[config.mk]
export PLATFORM = sky130hd
export DESIGN_NAME = prime_checker_iter
export DESIGN_NICKNAME = d
export VERILOG_FILES = /design/src/rtl/prime_pkg.sv /design/src/rtl/prime_rem_div.sv /design/src/rtl/prime_checker_iter.sv
export SDC_FILE = /design/constraint.sdc
export NUM_CORES = 1
export LEC_CHECK = 0
export ABC_CLOCK_PERIOD_IN_PS = 6600
export CAP_MARGIN = 20
export CORE_MARGIN = 2
export CORE_UTILIZATION = 62
export CTS_CLUSTER_SIZE = 40
export DETAILED_ROUTE_END_ITERATION = 8
export PLACE_DENSITY = 0.79
export SYNTH_ARGS = -nofsm -noshare
export SYNTH_HDL_FRONTEND = slang
export SYNTH_SLANG_ARGS = --single-unit
[constraint.sdc]
create_clock -name clk -period 6.6 [get_ports clk]
set_input_delay 1.32 -clock clk [delete_from_list [all_inputs] [get_ports clk]]
set_output_delay 1.32 -clock clk [all_outputs]
set_load 0.01 [all_outputs]
[src/rtl/prime_pkg.sv]
// Shared types and constants for the iterative trial-division prime checker.
// Latency: n/a (package only).
// Backpressure: n/a (package only).
package prime_pkg;

   typedef enum logic [2:0] {
      IDLE   = 3'd0,
      SCREEN = 3'd1,
      DIV    = 3'd2,
      NEXT   = 3'd3,
      DONE   = 3'd4
   } state_e;

   // Odd trial divisors start at 3 and advance by 2 (evens are screened out).
   localparam int unsigned FIRST_ODD_DIV = 3;
   localparam int unsigned DIV_STEP      = 2;

endpackage

[src/rtl/prime_rem_div.sv]
// Restoring remainder unit: rem_o = n_i mod d_i, one quotient bit per cycle.
// Latency: WIDTH+1 cycles including the start cycle; done_o marks the cycle whose closing edge writes the final remainder.
// Backpressure: none; start_i is ignored while busy_o is high, rem_o holds until the next start.
module prime_rem_div #(
   parameter int WIDTH = 8
) (
   input  logic             clk,
   input  logic             rst_n,
   input  logic             start_i,
   input  logic [WIDTH-1:0] n_i,
   input  logic [WIDTH:0]   d_i,
   output logic             busy_o,
   output logic             done_o,
   output logic [WIDTH:0]   rem_o
);

   localparam int CW = $clog2(WIDTH + 1);

   logic [CW-1:0]    cnt_q, cnt_d;
   logic [WIDTH-1:0] num_q, num_d;
   logic [WIDTH:0]   rem_q, rem_d;
   logic [WIDTH:0]   div_q, div_d;
   logic             busy_q, busy_d;
   logic [WIDTH+1:0] trial;
   logic [WIDTH:0]   diff;

   // One restoring step: shift in the next dividend bit, subtract if it fits.
   always_comb begin
      cnt_d  = cnt_q;
      num_d  = num_q;
      rem_d  = rem_q;
      div_d  = div_q;
      busy_d = busy_q;
      trial  = {rem_q, num_q[WIDTH-1]};
      diff   = trial[WIDTH:0] - div_q;
      if (!busy_q) begin
         if (start_i) begin
            busy_d = 1'b1;
            cnt_d  = CW'(WIDTH);
            num_d  = n_i;
            rem_d  = '0;
            div_d  = d_i;
         end
      end else begin
         rem_d = (trial >= {1'b0, div_q}) ? diff : trial[WIDTH:0];
         num_d = num_q << 1;
         cnt_d = cnt_q - CW'(1);
         if (cnt_q == CW'(1)) begin
            busy_d = 1'b0;
         end
      end
   end

   // Divider state; reset leaves the unit idle with a cleared remainder.
   always_ff @(posedge clk or negedge rst_n) begin
      if (!rst_n) begin
         cnt_q  <= '0;
         num_q  <= '0;
         rem_q  <= '0;
         div_q  <= '0;
         busy_q <= 1'b0;
      end else begin
         cnt_q  <= cnt_d;
         num_q  <= num_d;
         rem_q  <= rem_d;
         div_q  <= div_d;
         busy_q <= busy_d;
      end
   end

   assign busy_o = busy_q;
   assign done_o = busy_q && (cnt_q == CW'(1));
   assign rem_o  = rem_q;

endmodule

[src/rtl/prime_checker_iter.sv]
// Iterative primality test by odd trial division up to sqrt(n); PRIME_FACTOR_OUT_EN adds out_factor.
// Latency: 2 + k*(WIDTH+2) cycles from accept to out_valid, k = number of trial divisors.
// Backpressure: one operand at a time; in_ready only in IDLE, result held until out_valid&&out_ready.
module prime_checker_iter
   import prime_pkg::*;
#(
   parameter int WIDTH = 8
) (
   input  logic             clk,
   input  logic             rst_n,
   input  logic             in_valid,
   output logic             in_ready,
   input  logic [WIDTH-1:0] number,
   output logic             out_valid,
   input  logic             out_ready,
   output logic             is_prime,
   output logic [WIDTH-1:0] out_number
`ifdef PRIME_FACTOR_OUT_EN
   ,
   output logic [WIDTH-1:0] out_factor
`endif
);

   state_e           state_q, state_d;
   logic [WIDTH-1:0] n_q, n_d;
   logic [WIDTH:0]   d_q, d_d;
   logic             prime_q, prime_d;
`ifdef PRIME_FACTOR_OUT_EN
   logic [WIDTH-1:0] factor_q, factor_d;
`endif

   logic             div_start;
   logic             div_busy;
   logic             div_done;
   logic [WIDTH:0]   div_rem;

   // Candidate divisor for the next round and its square, both at widths that cannot overflow.
   logic [WIDTH:0]     cand;
   logic [2*WIDTH-1:0] cand_ext;
   logic [2*WIDTH-1:0] cand_sq;
   logic [2*WIDTH-1:0] n_ext;

   assign cand     = (state_q == SCREEN) ? (WIDTH+1)'(FIRST_ODD_DIV) : d_q + (WIDTH+1)'(DIV_STEP);
   assign cand_ext = {{(WIDTH-1){1'b0}}, cand};
   assign cand_sq  = cand_ext * cand_ext;
   assign n_ext    = {{WIDTH{1'b0}}, n_q};

   // The divider is kicked once on entry to DIV; busy masks the request afterwards.
   assign div_start = (state_q == DIV) && !div_busy;

   prime_rem_div #(
      .WIDTH (WIDTH)
   ) u_rem_div (
      .clk     (clk),
      .rst_n   (rst_n),
      .start_i (div_start),
      .n_i     (n_q),
      .d_i     (d_q),
      .busy_o  (div_busy),
      .done_o  (div_done),
      .rem_o   (div_rem)
   );

   // Sequencing: screen trivial cases, then test odd divisors until one divides or d*d exceeds n.
   always_comb begin
      state_d = state_q;
      n_d     = n_q;
      d_d     = d_q;
      prime_d = prime_q;
`ifdef PRIME_FACTOR_OUT_EN
      factor_d = factor_q;
`endif
      case (state_q)
         IDLE: begin
            if (in_valid) begin
               n_d     = number;
               state_d = SCREEN;
            end
         end
         SCREEN: begin
            prime_d = 1'b0;
`ifdef PRIME_FACTOR_OUT_EN
            factor_d = '0;
`endif
            if (n_q < WIDTH'(2)) begin
               state_d = DONE;
            end else if (n_q == WIDTH'(2)) begin
               prime_d = 1'b1;
               state_d = DONE;
            end else if (!n_q[0]) begin
`ifdef PRIME_FACTOR_OUT_EN
               factor_d = WIDTH'(2);
`endif
               state_d = DONE;
            end else begin
               d_d = cand;
               if (cand_sq > n_ext) begin
                  prime_d = 1'b1;
                  state_d = DONE;
               end else begin
                  state_d = DIV;
               end
            end
         end
         DIV: begin
            if (div_done) begin
               state_d = NEXT;
            end
         end
         NEXT: begin
            if (div_rem == '0) begin
               prime_d = 1'b0;
`ifdef PRIME_FACTOR_OUT_EN
               factor_d = d_q[WIDTH-1:0];
`endif
               state_d = DONE;
            end else begin
               d_d = cand;
               if (cand_sq > n_ext) begin
                  prime_d = 1'b1;
                  state_d = DONE;
               end else begin
                  state_d = DIV;
               end
            end
         end
         DONE: begin
            if (out_ready) begin
               state_d = IDLE;
            end
         end
         default: state_d = IDLE;
      endcase
   end

   // Control and result registers; reset abandons any test in progress.
   always_ff @(posedge clk or negedge rst_n) begin
      if (!rst_n) begin
         state_q <= IDLE;
         n_q     <= '0;
         d_q     <= '0;
         prime_q <= 1'b0;
`ifdef PRIME_FACTOR_OUT_EN
         factor_q <= '0;
`endif
      end else begin
         state_q <= state_d;
         n_q     <= n_d;
         d_q     <= d_d;
         prime_q <= prime_d;
`ifdef PRIME_FACTOR_OUT_EN
         factor_q <= factor_d;
`endif
      end
   end

   assign in_ready   = (state_q == IDLE);
   assign out_valid  = (state_q == DONE);
   assign is_prime   = prime_q;
   assign out_number = n_q;
`ifdef PRIME_FACTOR_OUT_EN
   assign out_factor = factor_q;
`endif

endmodule

# [Word level (Yosys, flattened, before mapping)]
# Cells that the tools add are included.
[word_totals] regBits=52 word_cells=75
[op_classes] add_sub_neg=3 multipliers=1 n_lt_le_gt_ge=3 eq_ne=14 mux=32 bitwise_logic=1 reduce_logical=12
[op_table] cell="$mux 9" count=8
[op_table] cell="$mux 3" count=8
[op_table] cell="$pmux 9 s2" count=1
[op_table] cell="$gt 16x8->1" count=1
[op_table] cell="$mul 9x9->16" count=1
[op_table] cell="$mux 8" count=2
[op_table] cell="$pmux 3 s5" count=1
[op_table] cell="$ne 2x2->1 const B" count=6
[op_table] cell="$ge 10x9->1" count=1
[op_table] cell="$add 9x2->9 const B" count=1
[op_table] cell="$logic_not 9->1" count=1
[op_table] cell="$mux 1" count=9
[op_table] cell="$sub 9x9->9" count=1
[op_table] cell="$eq 8x2->1 const B" count=1
[op_table] cell="$lt 8x2->1 const B" count=1
[op_table] cell="$mux 4" count=2
[op_table] cell="$eq 3x2->1 const B" count=2
[op_table] cell="$reduce_and 2->1" count=3
[op_table] cell="$reduce_and 5->1" count=1
[op_table] cell="$eq 4x1->1 const B" count=1
[op_table] cell="$reduce_bool 2->1" count=2
[op_table] cell="$sub 4x1->4 const B" count=1
[op_table] cell="$eq 3x1->1 const B" count=1
[op_table] cell="$eq 3x3->1 const B" count=1
[op_table] cell="8 further kinds" count=9

# [Depth between registers and ports, before layout]
# Gate-level depths: netlist of the first run.
[depth] word_depth=9 depth_mapped=26 depth_no_buf=26

# [Modules after synthesis]
# A second synthesis of the first run with hierarchy kept.
[unflattened] hier_cells=612 hier_area_um2=5235.0
[modules_own_cells] mod="prime_checker_iter" instances=1 cells_per_inst=412 area_each_um2=3362.0 seq_area_each_um2=525.5
[modules_own_cells] mod="prime_rem_div" instances=1 cells_per_inst=200 area_each_um2=1873.0 seq_area_each_um2=775.7

# [Least setup slack after synthesis of the first run]
# No wires, ideal clock.
[synth_path] path_type="register to register" start="register d_q[1]" end="register prime_q (netlist: is_prime)" setup_time_ns=0.123 t_arrival_ns=5.654 required_time_ns=6.477 setup_slack_ns=0.823 path_stages_with_launch=27 path_buffers=0 cell_sequence="dfrtp_1 -> ha_1 -> nand2_1 -> nor2_1 -> xnor2_1 -> nor2_1 -> nand2_1 -> fa_1 -> inv_1 -> fa_1 -> inv_1 -> fa_1 -> fa_1 -> inv_1 -> ha_1 -> o21a_1 -> and2_1 -> nor2_1 -> ha_1 -> nand4_1 -> a21oi_1 -> a2111oi_0 -> o211ai_1 -> nor4b_2 -> o2111ai_2 -> nor3_2 -> nor3_2"
[synth_via] elab_chain_len=9 elab_cells_between_ends=11 classes_between="add/sub (1); mul (1); order compare (1); eq/ne (1); mux (6); reduce/logical (1)"
[synth_rtl] item="start, declared" line="prime_checker_iter.sv:26" source="logic [WIDTH:0] d_q, d_d;"
[synth_rtl] item="start signal, assigned" line="prime_checker_iter.sv:141" source="d_q <= '0;"
[synth_rtl] item="start signal, assigned" line="prime_checker_iter.sv:149" source="d_q <= d_d;"
[synth_rtl] item="$add 9x2->9 *" line="prime_checker_iter.sv:43" source="assign cand = (state_q == SCREEN) ? (WIDTH+1)'(FIRST_ODD_DIV) : d_q + (WIDTH+1)'(DIV_STEP);"
[synth_rtl] item="$mux 9 *" line="prime_checker_iter.sv:43"
[synth_rtl] item="$mul 9x9->16 *" line="prime_checker_iter.sv:45" source="assign cand_sq = cand_ext * cand_ext;"
[synth_rtl] item="$gt 16x8->1 *" line="prime_checker_iter.sv:97, prime_checker_iter.sv:119"
[synth_rtl] item="$mux 1" line="prime_checker_iter.sv:97" source="if (cand_sq > n_ext) begin"
[synth_rtl] item="$mux 1" line="prime_checker_iter.sv:90" source="end else if (!n_q[0]) begin"
[synth_rtl] item="$mux 1" line="prime_checker_iter.sv:87" source="end else if (n_q == WIDTH'(2)) begin"
[synth_rtl] item="$mux 1" line="prime_checker_iter.sv:85" source="if (n_q < WIDTH'(2)) begin"
[synth_rtl] item="$pmux 1 s2" line="prime_checker_iter.sv:73" source="case (state_q)"
[synth_rtl] item="end signal, assigned" line="prime_checker_iter.sv:150" source="prime_q <= prime_d;"
[synth_rtl] item="end, declared" line="prime_checker_iter.sv:27" source="logic prime_q, prime_d;"
# Mark *: on every way between the ends. The rest lies on a longest branch, timed or not.
# A chain may end at the register's enable or synchronous reset.

# [Final worst setup path of the first run]
[layout_path] start="register d_q[2]" end="register state_q[2]"
[layout_via] elab_chain_len=9 elab_cells_between_ends=10 classes_between="add/sub (1); mul (1); order compare (1); mux (7)"
[layout_rtl] item="$add 9x2->9 *" line="prime_checker_iter.sv:43"
[layout_rtl] item="$mux 9 *" line="prime_checker_iter.sv:43"
[layout_rtl] item="$mul 9x9->16 *" line="prime_checker_iter.sv:45"
[layout_rtl] item="$gt 16x8->1 *" line="prime_checker_iter.sv:97, prime_checker_iter.sv:119"
[layout_rtl] item="$mux 3 *" line="prime_checker_iter.sv:97, prime_checker_iter.sv:119"
[layout_rtl] item="$mux 3" line="prime_checker_iter.sv:90"
[layout_rtl] item="$mux 3" line="prime_checker_iter.sv:87"
[layout_rtl] item="$mux 3" line="prime_checker_iter.sv:85"
[layout_rtl] item="$pmux 3 s5 *" line="prime_checker_iter.sv:73"
[layout_rtl] item="end signal, assigned" line="prime_checker_iter.sv:147" source="state_q <= state_d;"
[layout_rtl] item="end, declared" line="prime_checker_iter.sv:24" source="state_e state_q, state_d;"
# Marks and branches as above.

==> impl_metrics.tcl, run 1 <==
set metrics [dict create \
    drtIter0Drc 281 \
    io_pins 23 \
    worstSetupEndpointType "flop" \
    hold_viol_final 0 \
    async_reset_ff_frac 1.000 \
    hold_buf_count_cts 0 \
    irDropWorstVdd_mv 0.6855 \
    slew_viols_final 0 \
    clock-skew-final_ps 5.763 \
    antenna_cells 0 \
    timing.critical_path.max_delay_family "adder cells" \
    path_buf_inv 5 \
    antenna_violating_nets_post_route 0 \
    fp.dieArea_um2 8858 \
    cp_max_fo 10 \
    timing.slew.headroom 0.3992 \
    start_kind "flop" \
    layout.cells.most_common "inv_1" \
    netlist_area_um2 5035 \
    timing.max_cap.violations 0 \
    grtUsageTotal 0.2788 \
    worst_slew_pin_slew_ps 897.9 \
    place.detailed.instances 702 \
    wire_per_inst_um 16.13 \
    fp.coreArea_um2 7807 \
    cts_max_path_buffers 2 \
    clock-root-buffer "clkbuf_8" \
    antenna_violations_before_repair 0 \
    synthFlopType "dfrtp_1" \
    classification_of_the_worst_slack_hold_path "flop to flop" \
    place.port_buffers 22 \
    final.min_clock_period_ps 6218 \
    ys_ff_latch 52 \
    fmax_mhz 160.8 \
    yosys_warnings 0 \
    arrival_ps 6410 \
    fillCellCount 612 \
    grt_start_max_net_pins 53 \
    finish.cell_count_without_fillers 712 \
    clock_sinks 52 \
    run_status "completed" \
    synth-seq-area-share 0.2584 \
    nets 704 \
    max_h_tree_level 2 \
    max_stage_delay_ps 560 \
    setup_total_negative_slack_ps 0 \
    mappedNetlistNets 683 \
    finalInstanceArea_um2 5592 \
    setup_viol_count_final 0 \
    vias_per_cell 5.816 \
    numCtsBuffers 5 \
    num_rows 32 \
    timing_worst_setup_path_type "flop to flop" \
    count_of_flip_flops_with_a_built_in_enable_after_synthesis 0 \
    flow.area_growth_from_synthesis_pct 11.06 \
    start_util 0.6449 \
    leakagePower_nw 2.674 \
    worst_setup_hold_path_clk_slew_ps 100 \
    cts_tree "built" \
    place.gp.congestion 0.9216 \
    grt_pass1_wl_um 19600 \
    pwr_density_cell_nw_per_um2 466.3 \
    firstDrtPassIters 5 \
    synth.lib_cells_used.distinct 64 \
    count_of_unresolved_drc_violations_after_routing 0 \
    die_width_um 94.12 \
    p_total_mw 2.607 \
    timing.final.crit_share 0.9421 \
    globalRoute.totalOverflow 0 \
    first_global_vias 4160 \
    mostFrequentLayoutCells "inv_1 (92), nand2_1 (66), dfrtp_1 (48)" \
    die_h_um 94.12 \
    layout.core_utilization 0.7162 \
    synth.avg_cell_area_um2 8.548 \
    detailroute.via_count 4141 \
    cp_slowest_cell "fa_1" \
    critical_path_required_ps 6800 \
    postSynthCellCount 589 \
    dp_hpwl_um 8769 \
    drt_wl_total_um 11480 \
    final_layout_size_suffix_gt1_frac 0.09508 \
    placed_cell_area_um2 5355 \
    clock_latency_ps 300 \
]
report_power, final:
group	total [mW]	internal, mW	switching [mW]	leakage, nW
Combinational	1.78	0.781	1.00	1.96
Sequential	0.568	0.440	0.129	0.651
Clock	0.256	0.149	0.107	0.0642
what timing repair did:
action,4_1_cts,5_1_grt
gates resized for setup,0,23
endpoints found under the setup margin,0,3
setup buffers,0,3
synthesized netlist by cell type, types with 6 or more instances:
| cell type | n | area, um^2 |
|---|---|---|
| o211ai_1 | 7 | 52.55 |
| inv_1 | 92 | 345.3 |
| ha_1 | 48 | 600.6 |
| fa_1 | 34 | 680.7 |
| nand3_1 | 9 | 45.04 |
| xnor2_1 | 11 | 96.34 |
| a21oi_1 | 32 | 160.2 |
| mux2i_1 | 9 | 90.09 |
| mux2_2 | 9 | 101.4 |
| dfrtp_1 | 52 | 1301 |
| nor2b_1 | 8 | 50.05 |
| xor2_1 | 8 | 70.07 |
| nor3_1 | 15 | 75.07 |
| nand2_1 | 67 | 251.5 |
| nand4_1 | 6 | 37.54 |
| o21ai_0 | 41 | 205.2 |
| clkbuf_1 | 13 | 48.80 |
| nor2_1 | 44 | 165.2 |
| a21o_1 | 7 | 52.55 |
sequential cells by signal, indices dropped and copies added (netlist names), 3 cells and up:
name / flops
d_q: 9
u_rem_div.div_q: 9
u_rem_div.rem_o: 9
out_number: 8
u_rem_div.num_q: 8
u_rem_div.cnt_q: 4
state_q: 3
worst reg2reg max path, cell delays in order, from the launching register on:
cell and delay [ps]:
dfrtp_1 430, buf_4 160, nand3_4 110, nor3_4 240
o21ai_4 160, nor2_4 160, inv_1 80, fa_1 540
inv_1 60, fa_1 530, inv_1 60, fa_1 480
fa_1 560, inv_1 50, ha_1 320, o21a_1 130
and2_2 220, nor2_1 110, ha_1 260, nand4_1 140
a21oi_1 70, a2111oi_2 330, o211ai_1 150, nor4b_2 320
o2111ai_2 220, o21ai_1 160, o21ai_1 80
logic make-up after synthesis:
logic type | synth area share
flip-flops | 0.2584
buffers and inverters | 0.08424
XOR/XNOR | 0.03305
multiplexers | 0.03802
AND/OR/NAND/NOR | 0.1769
AO/OA/AOI/OAI | 0.1548
adder cells (fa/ha/maj) | 0.2545
stage by stage:
stage | worst slack [ps] | hold slack [ps]
4_1_cts | 188.0 | 500.2
2_1_floorplan | 822.9 | 452.8
5_1_grt | -40.50 | 528.0
3_3_place_gp | 457.0 | 468.1
6_report | 381.8 | 492.1
3_5_place_dp | 223.2 | 477.9
final cells by class:
class	count	area, um^2	area share
clock inverter	2	60.06	0.01074
tap	102	127.6	0.02282
inverter	93	349.1	0.06243
sequential	52	1306	0.2336
clock buffer	5	68.82	0.01231
multi-input combinational	426	3386	0.6055
timing repair buffer	32	294.0	0.05258
layer usage:
layer / part of all wire / wire [um] / vias up / global-route usage
met5: 0 / 0 / - / 0
met4: 0.013 / 148 / 0 / 0.06039
met3: 0.049 / 567 / 19 / 0.03772
met2: 0.49 / 5607 / 128 / 0.4524
met1: 0.45 / 5158 / 1978 / 0.3999
li1: - / - / 2016 / -
path summary, 6_finish.rpt:
path | startpoint | end | slack (ps) | cells after the start
max in group asynchronous | rst_n | d_q[6] | 5010 | 2
min in group asynchronous | rst_n | u_rem_div.rem_o[5] | 1120 | 2
setup reg to reg | d_q[2] | state_q[2] | 380 | 26
hold / removal | u_rem_div.num_q[2] | u_rem_div.num_q[3] | 490 | 2
setup / recovery | d_q[2] | state_q[2] | 380 | 26
hold reg to reg | u_rem_div.num_q[2] | u_rem_div.num_q[3] | 490 | 2
No activity file was read; power rests on OpenSTA's default activity.
==> inputs of run 2 (changes only) <==
--- a/config.mk
+++ b/config.mk
@@ -9,6 +9,7 @@
 export CAP_MARGIN = 20
 export CORE_MARGIN = 2
 export CORE_UTILIZATION = 62
+export CTS_BUF_LIST = sky130_fd_sc_hd__clkbuf_16
 export CTS_CLUSTER_SIZE = 40
 export DETAILED_ROUTE_END_ITERATION = 8
 export PLACE_DENSITY = 0.79
==> run 2 against run 1 <==
Compared with the run above: cell area up 0.87%; sequential power about the same; routed wire length up 0.49%; cell count down 0.14%; first-iteration DRC count down 27%; combinational power about the same; critical path depth unchanged; die area unchanged; sequential cell count unchanged; global-route usage up 0.17 points; setup slack better by 13 ps; non-clock buffer count down 1.
==> impl_metrics.tcl, run 2 (synthesized netlist as in run 1, its figures left out) <==
set metrics [dict create \
    io_pins 23 \
    die_width_um 94.12 \
    clock-root-buffer "clkbuf_16" \
    max_h_tree_level 2 \
    hold_viol_final 0 \
    layout.core_utilization 0.7224 \
    classification_of_the_worst_slack_hold_path "flop to flop" \
    firstDrtPassIters 4 \
    count_of_unresolved_drc_violations_after_routing 0 \
    layout_setup_ws_ps 394.4 \
    clock_latency_ps 290 \
    drt_wl_total_um 11540 \
    globalRoute.totalOverflow 0 \
    worst_slew_pin_slew_ps 892.3 \
    cts_max_path_buffers 2 \
    worstSetupEndpointType "flop" \
    start_util 0.6449 \
    detailroute.via_count 4149 \
    leakagePower_nw 2.695 \
    fp.coreArea_um2 7807 \
    place.port_buffers 22 \
    hold-path-cell-count 2 \
    layout.cells.most_common "inv_1" \
    hold_buf_count_cts 0 \
    pre_cts_ws_ps 223.2 \
    place.detailed.instances 702 \
    timing.final.crit_share 0.9402 \
    dp_hpwl_um 8769 \
    timing.slew.headroom 0.4029 \
    worst_setup_hold_path_clk_slew_ps 70 \
    setup_viol_count_final 0 \
    antenna_violations_before_repair 0 \
    grtUsageTotal 0.2804 \
    run_status "completed" \
    numCtsBuffers 5 \
    grt_pass1_wl_um 19690 \
    flow.area_growth_from_synthesis_pct 12.03 \
    nets 703 \
    antenna_violating_nets_post_route 0 \
    arrival_ps 6380 \
    irDropWorstVdd_mv 0.6872 \
    critical_path_required_ps 6770 \
    start_kind "flop" \
    finish.cell_count_without_fillers 711 \
    vias_per_cell 5.835 \
    fillCellCount 597 \
    place.gp.congestion 0.9216 \
    wire_per_inst_um 16.23 \
    final.min_clock_period_ps 6206 \
    final_layout_size_suffix_gt1_frac 0.09360 \
    cp_max_fo 6 \
    clock_sinks 52 \
    antenna_cells 0 \
    timing.max_cap.violations 0 \
    p_total_mw 2.685 \
    r2r_cells 26 \
    cts_tree "built" \
    fmax_mhz 161.1 \
    first_global_vias 4169 \
    die_h_um 94.12 \
    num_rows 32 \
    drtIter0Drc 204 \
    slew_viols_final 0 \
    fp.dieArea_um2 8858 \
    mostFrequentLayoutCells "inv_1 (92), nand2_1 (66), dfrtp_1 (48)" \
    grt_start_max_net_pins 53 \
    timing_worst_setup_path_type "flop to flop" \
    clock-skew-final_ps 2.902 \
    pwr_density_cell_nw_per_um2 476.0 \
]
==> run 2: cell count changes in the layout (fill, tap and decap cells not counted) <==
cell / change
buf_4: -1
clkbuf_16: +5
clkbuf_8: -5
==> run 2: critical path, stage by stage (launching register included) <==
cell       delay (ps)
dfrtp_2           440
ha_4              190
nand2_2            90
nor2_2            180
xnor2_2           140
nor2_2            180
nand2_1           100
fa_1              520
inv_1              60
fa_1              520
inv_1              50
fa_1              470
fa_1              560
inv_1              50
ha_1              320
o21a_1            130
and2_2            220
nor2_1            110
ha_1              260
nand4_1           140
a21oi_1            70
a2111oi_2         330
o211ai_1          150
nor4b_2           320
o2111ai_2         220
o21ai_1           170
o21ai_1            80
==> run 2: path summary, 6_finish.rpt <==
check                      slack (ps)               start            endpoint
setup / recovery                  390              d_q[2]          state_q[2]
hold / removal                    490  u_rem_div.num_q[2]  u_rem_div.num_q[3]
setup reg to reg                  390              d_q[2]          state_q[2]
hold reg to reg                   490  u_rem_div.num_q[2]  u_rem_div.num_q[3]
max in group asynchronous        4980               rst_n              d_q[4]
min in group asynchronous        1140               rst_n  u_rem_div.rem_o[5]
==> run 2: through the flow <==
stage	setup TNS (ps)	hold WS [ps]	cell area, um^2
global route	-76.02	529.6	5640
finish	0	485.1	5640
detailed placement	0	477.9	5355
CTS	0	493.4	5540
floorplan	0	452.8	5035
global placement	0	468.1	5355
==> run 2: per-layer routing <==
| metal | wire length, um | track usage |
|---|---|---|
| met3 | 445 | 0.03772 |
| met1 | 5319 | 0.4000 |
| met2 | 5639 | 0.4583 |
| met4 | 134 | 0.06039 |
| met5 | 0 | 0 |
==> run 2: area by class of cell <==
| class | count | area [um^2] | area share |
|---|---|---|---|
| multi-input cells | 426 | 3386 | 0.6003 |
| flip-flops and latches | 52 | 1306 | 0.2316 |
| inverters | 93 | 349.1 | 0.06189 |
| repair buffers | 31 | 286.5 | 0.05080 |
| well taps | 102 | 127.6 | 0.02263 |
| clock buffers | 5 | 125.1 | 0.02218 |
| clock inverters | 2 | 60.06 | 0.01065 |
==> run 2: power breakdown <==
group	leakage, nW	switching (mW)	total, mW	internal (mW)
clock	0.0899	0.114	0.329	0.215
combinational	1.95	1.01	1.78	0.779
sequential	0.652	0.130	0.571	0.441
total	2.69	1.25	2.68	1.44
==> run 2: what timing repair did <==
action                                  CTS  global route
setup buffers                             0             2
endpoints found under the setup margin    0             3
gates resized for setup                   0            23
==> inputs of run 3 (changes only) <==
--- a/config.mk
+++ b/config.mk
@@ -15,4 +15,5 @@
 export PLACE_DENSITY = 0.79
 export SYNTH_ARGS = -nofsm -noshare
 export SYNTH_HDL_FRONTEND = slang
+export SYNTH_HIERARCHICAL = 1
 export SYNTH_SLANG_ARGS = --single-unit
==> constraint.sdc (replaced) <==
create_clock -name clk -period 6.6 [get_ports clk]
set_input_delay 1.32 -clock clk [delete_from_list [all_inputs] [get_ports clk]]
set_output_delay 1.32 -clock clk [all_outputs]
set_load 0.005 [all_outputs]
==> run 3 against run 2 <==
Compared with the run above: critical path depth shrank 2; non-clock buffer count fell by 6; clock power decreased by 20%.
==> impl_metrics.tcl, run 3 <==
set metrics [dict create \
    count_of_unresolved_drc_violations_after_routing 0 \
    clock_sinks 52 \
    layout.core_utilization 0.6897 \
    setup_viol_count_final 0 \
    clock-skew-final_ps 5.766 \
    layout_setup_ws_ps 440.9 \
    drt_wl_total_um 11860 \
    mostFrequentLayoutCells "inv_1 (97), nand2_1 (65), dfrtp_1 (52)" \
    final.min_clock_period_ps 6159 \
    layout.cells.most_common "inv_1" \
    netlist_area_um2 5235 \
    post-synth-top-count-cell "inv_1" \
    most_common_library_cells_after_synthesis "inv_1 (97), nand2_1 (65), dfrtp_1 (52), ha_1 (48), nor2_1 (44)" \
    synth.avg_cell_area_um2 8.554 \
    irDropWorstVdd_mv 0.4607 \
    nets 720 \
    leakagePower_nw 2.644 \
    count_of_flip_flops_with_a_built_in_enable_after_synthesis 0 \
    fp.coreArea_um2 8217 \
    hold_buf_count_cts 0 \
    ff2ff_setup_slack_ps 440 \
    pwr_density_cell_nw_per_um2 469.4 \
    cts_max_path_buffers 2 \
    max_h_tree_level 2 \
    timing_worst_setup_path_type "flop to flop" \
    wire_per_inst_um 16.20 \
    grt_start_max_net_pins 53 \
    antenna_violations_before_repair 0 \
    num_rows 33 \
    r2r_cells 24 \
    timing.final.crit_share 0.9332 \
    power_frac_clock 0.099 \
    worstSetupEndpointType "flop" \
    setup_total_negative_slack_ps 0 \
    pre_cts_ws_ps 258.0 \
    fp.dieArea_um2 9195 \
    synth.top_cells.by_area "dfrtp_1 (25%), fa_1 (13%), ha_1 (11%)" \
    clock-root-buffer "clkbuf_16" \
    start_kind "flop" \
    synth_top_area_cell "dfrtp_1" \
    arrival_ps 6320 \
    vias_per_cell 6.023 \
    place.detailed.instances 724 \
    classification_of_the_worst_slack_hold_path "flop to flop" \
    dp_hpwl_um 9216 \
    worst_slew_pin_slew_ps 1027 \
    place.gp.congestion 0.9091 \
    die_width_um 95.89 \
    die_h_um 95.89 \
    synth-seq-area-share 0.2486 \
    place.port_buffers 22 \
    comb_power_share 0.679 \
    io_pins 23 \
    run_status "completed" \
    finish.cell_count_without_fillers 732 \
    postSynthCellCount 612 \
    start_util 0.6371 \
    power.sequential.fraction 0.222 \
    timing.max_cap.violations 0 \
    flow.area_growth_from_synthesis_pct 8.246 \
    synthFlopType "dfrtp_1" \
    min_from "u_rem_div/num_q[0]" \
    worst_setup_hold_path_clk_slew_ps 70 \
    timing.slew.headroom 0.3113 \
    r2r_end "state_q[2]" \
    numCtsBuffers 5 \
    p_total_mw 2.660 \
    mappedNetlistNets 706 \
    antenna_violating_nets_post_route 0 \
    placed_cell_area_um2 5509 \
    fmax_mhz 162.4 \
    critical_path_required_ps 6760 \
    drtIter0Drc 289 \
    ys_ff_latch 52 \
    power_switching_share 0.4953 \
    rr_startpoint "d_q[1]" \
    finalInstanceArea_um2 5667 \
    detailroute.via_count 4409 \
    synth.lib_cells_used.distinct 76 \
    antenna_cells 0 \
    async_reset_ff_frac 1.000 \
    firstDrtPassIters 5 \
    hold-path-cell-count 2 \
    first_global_vias 4281 \
    grt_pass1_wl_um 20300 \
    yosys.area.top_type_share 0.2486 \
    grt_setup_unrepaired "no" \
    grtUsageTotal 0.2831 \
    p_int_mw 1.343 \
    hold_ws_ps 492.0 \
    final_layout_size_suffix_gt1_frac 0.05423 \
    clock_latency_ps 290 \
    holdPathEnd "u_rem_div/num_q[1]" \
    yosys_warnings 6 \
    cts_tree "built" \
    cp_max_fo 10 \
    slew_viols_final 0 \
    total_switching_power_mw 1.318 \
    globalRoute.totalOverflow 0 \
    hold_viol_final 0 \
]
==> run 3: cell count changes after synthesis, moves of 6 or more <==
| cell | change |
|---|---|
| and3_1 | +6 |
| mux2_2 | -8 |
| a21oi_1 | -9 |
| a21o_1 | -6 |
==> run 3: critical path, cell delays in order (launching register included) <==
cell and delay [ps]:
dfrtp_1 560, ha_2 340, nand3_1 130, xnor2_1 180
and2_1 210, inv_1 210, nor2_1 100, fa_1 630
fa_1 450, ha_1 290, inv_1 50, fa_1 520
inv_1 70, ha_1 300, a21oi_2 150, and2b_1 190
nor2_1 110, xnor2_1 140, ha_1 290, a21oi_1 160
o21ai_0 90, o22ai_1 140, nand4_1 110, nor4_2 440
a31oi_1 150
==> run 3: area by class of cell <==
class                      instances  area (um^2)
timing repair buffer              25        237.7
fill                             647         2550
sequential                        52         1301
clock buffer                       5        125.1
clock inverter                     3        21.27
inverter                          97        364.1
tap                              105        131.4
multi-input combinational        445         3486
==> run 3: kinds of logic (layout without fill, tap and decap cells) <==
family / after synthesis / in the layout / synth area share
and+or+nand+nor: 195 / 195 / 0.1807
AOI/OAI and AO/OA: 130 / 130 / 0.1678
buffers and inverters: 115 / 130 / 0.08867
adders and majority gates: 82 / 82 / 0.2447
DFF: 52 / 52 / 0.2486
xor gates and xnor gates: 25 / 25 / 0.04446
muxes: 13 / 13 / 0.02510
==> run 3: what timing repair did <==
action | 4_1_cts | 5_1_grt
endpoints found under the hold margin | 0 | 0
gates resized for setup | 0 | 3
setup buffers | 0 | 0
setup endpoints to repair | 0 | 3
==> run 3: metal layers <==
layer,part of all wire,vias up,global-route usage
li1,-,2112,-
met1,0.46,2096,0.4037
met2,0.47,173,0.4563
met3,0.055,28,0.04464
met4,0.016,0,0.06786
met5,0,-,0
==> run 3: how the worst max path moves through the flow <==
stage,to,cells past startpoint,from,slack (ps)
final,state_q[2],24,d_q[1],440
after global routing,is_prime,24,d_q[1],40
after CTS,state_q[2],24,d_q[1],220
after detailed placement,state_q[2],24,d_q[1],260
after global placement,state_q[2],22,state_q[1],500
after floorplan,state_q[1],21,d_q[3],1180
==> run 3: power by group through the flow <==
stage	combinational, mW	sequential, mW	clock [mW]
global route	2.04	0.607	0.285
CTS	1.77	0.586	0.268
detailed placement	1.75	0.590	0
finish	1.81	0.591	0.264
global placement	1.65	0.584	0
floorplan	1.35	0.527	0
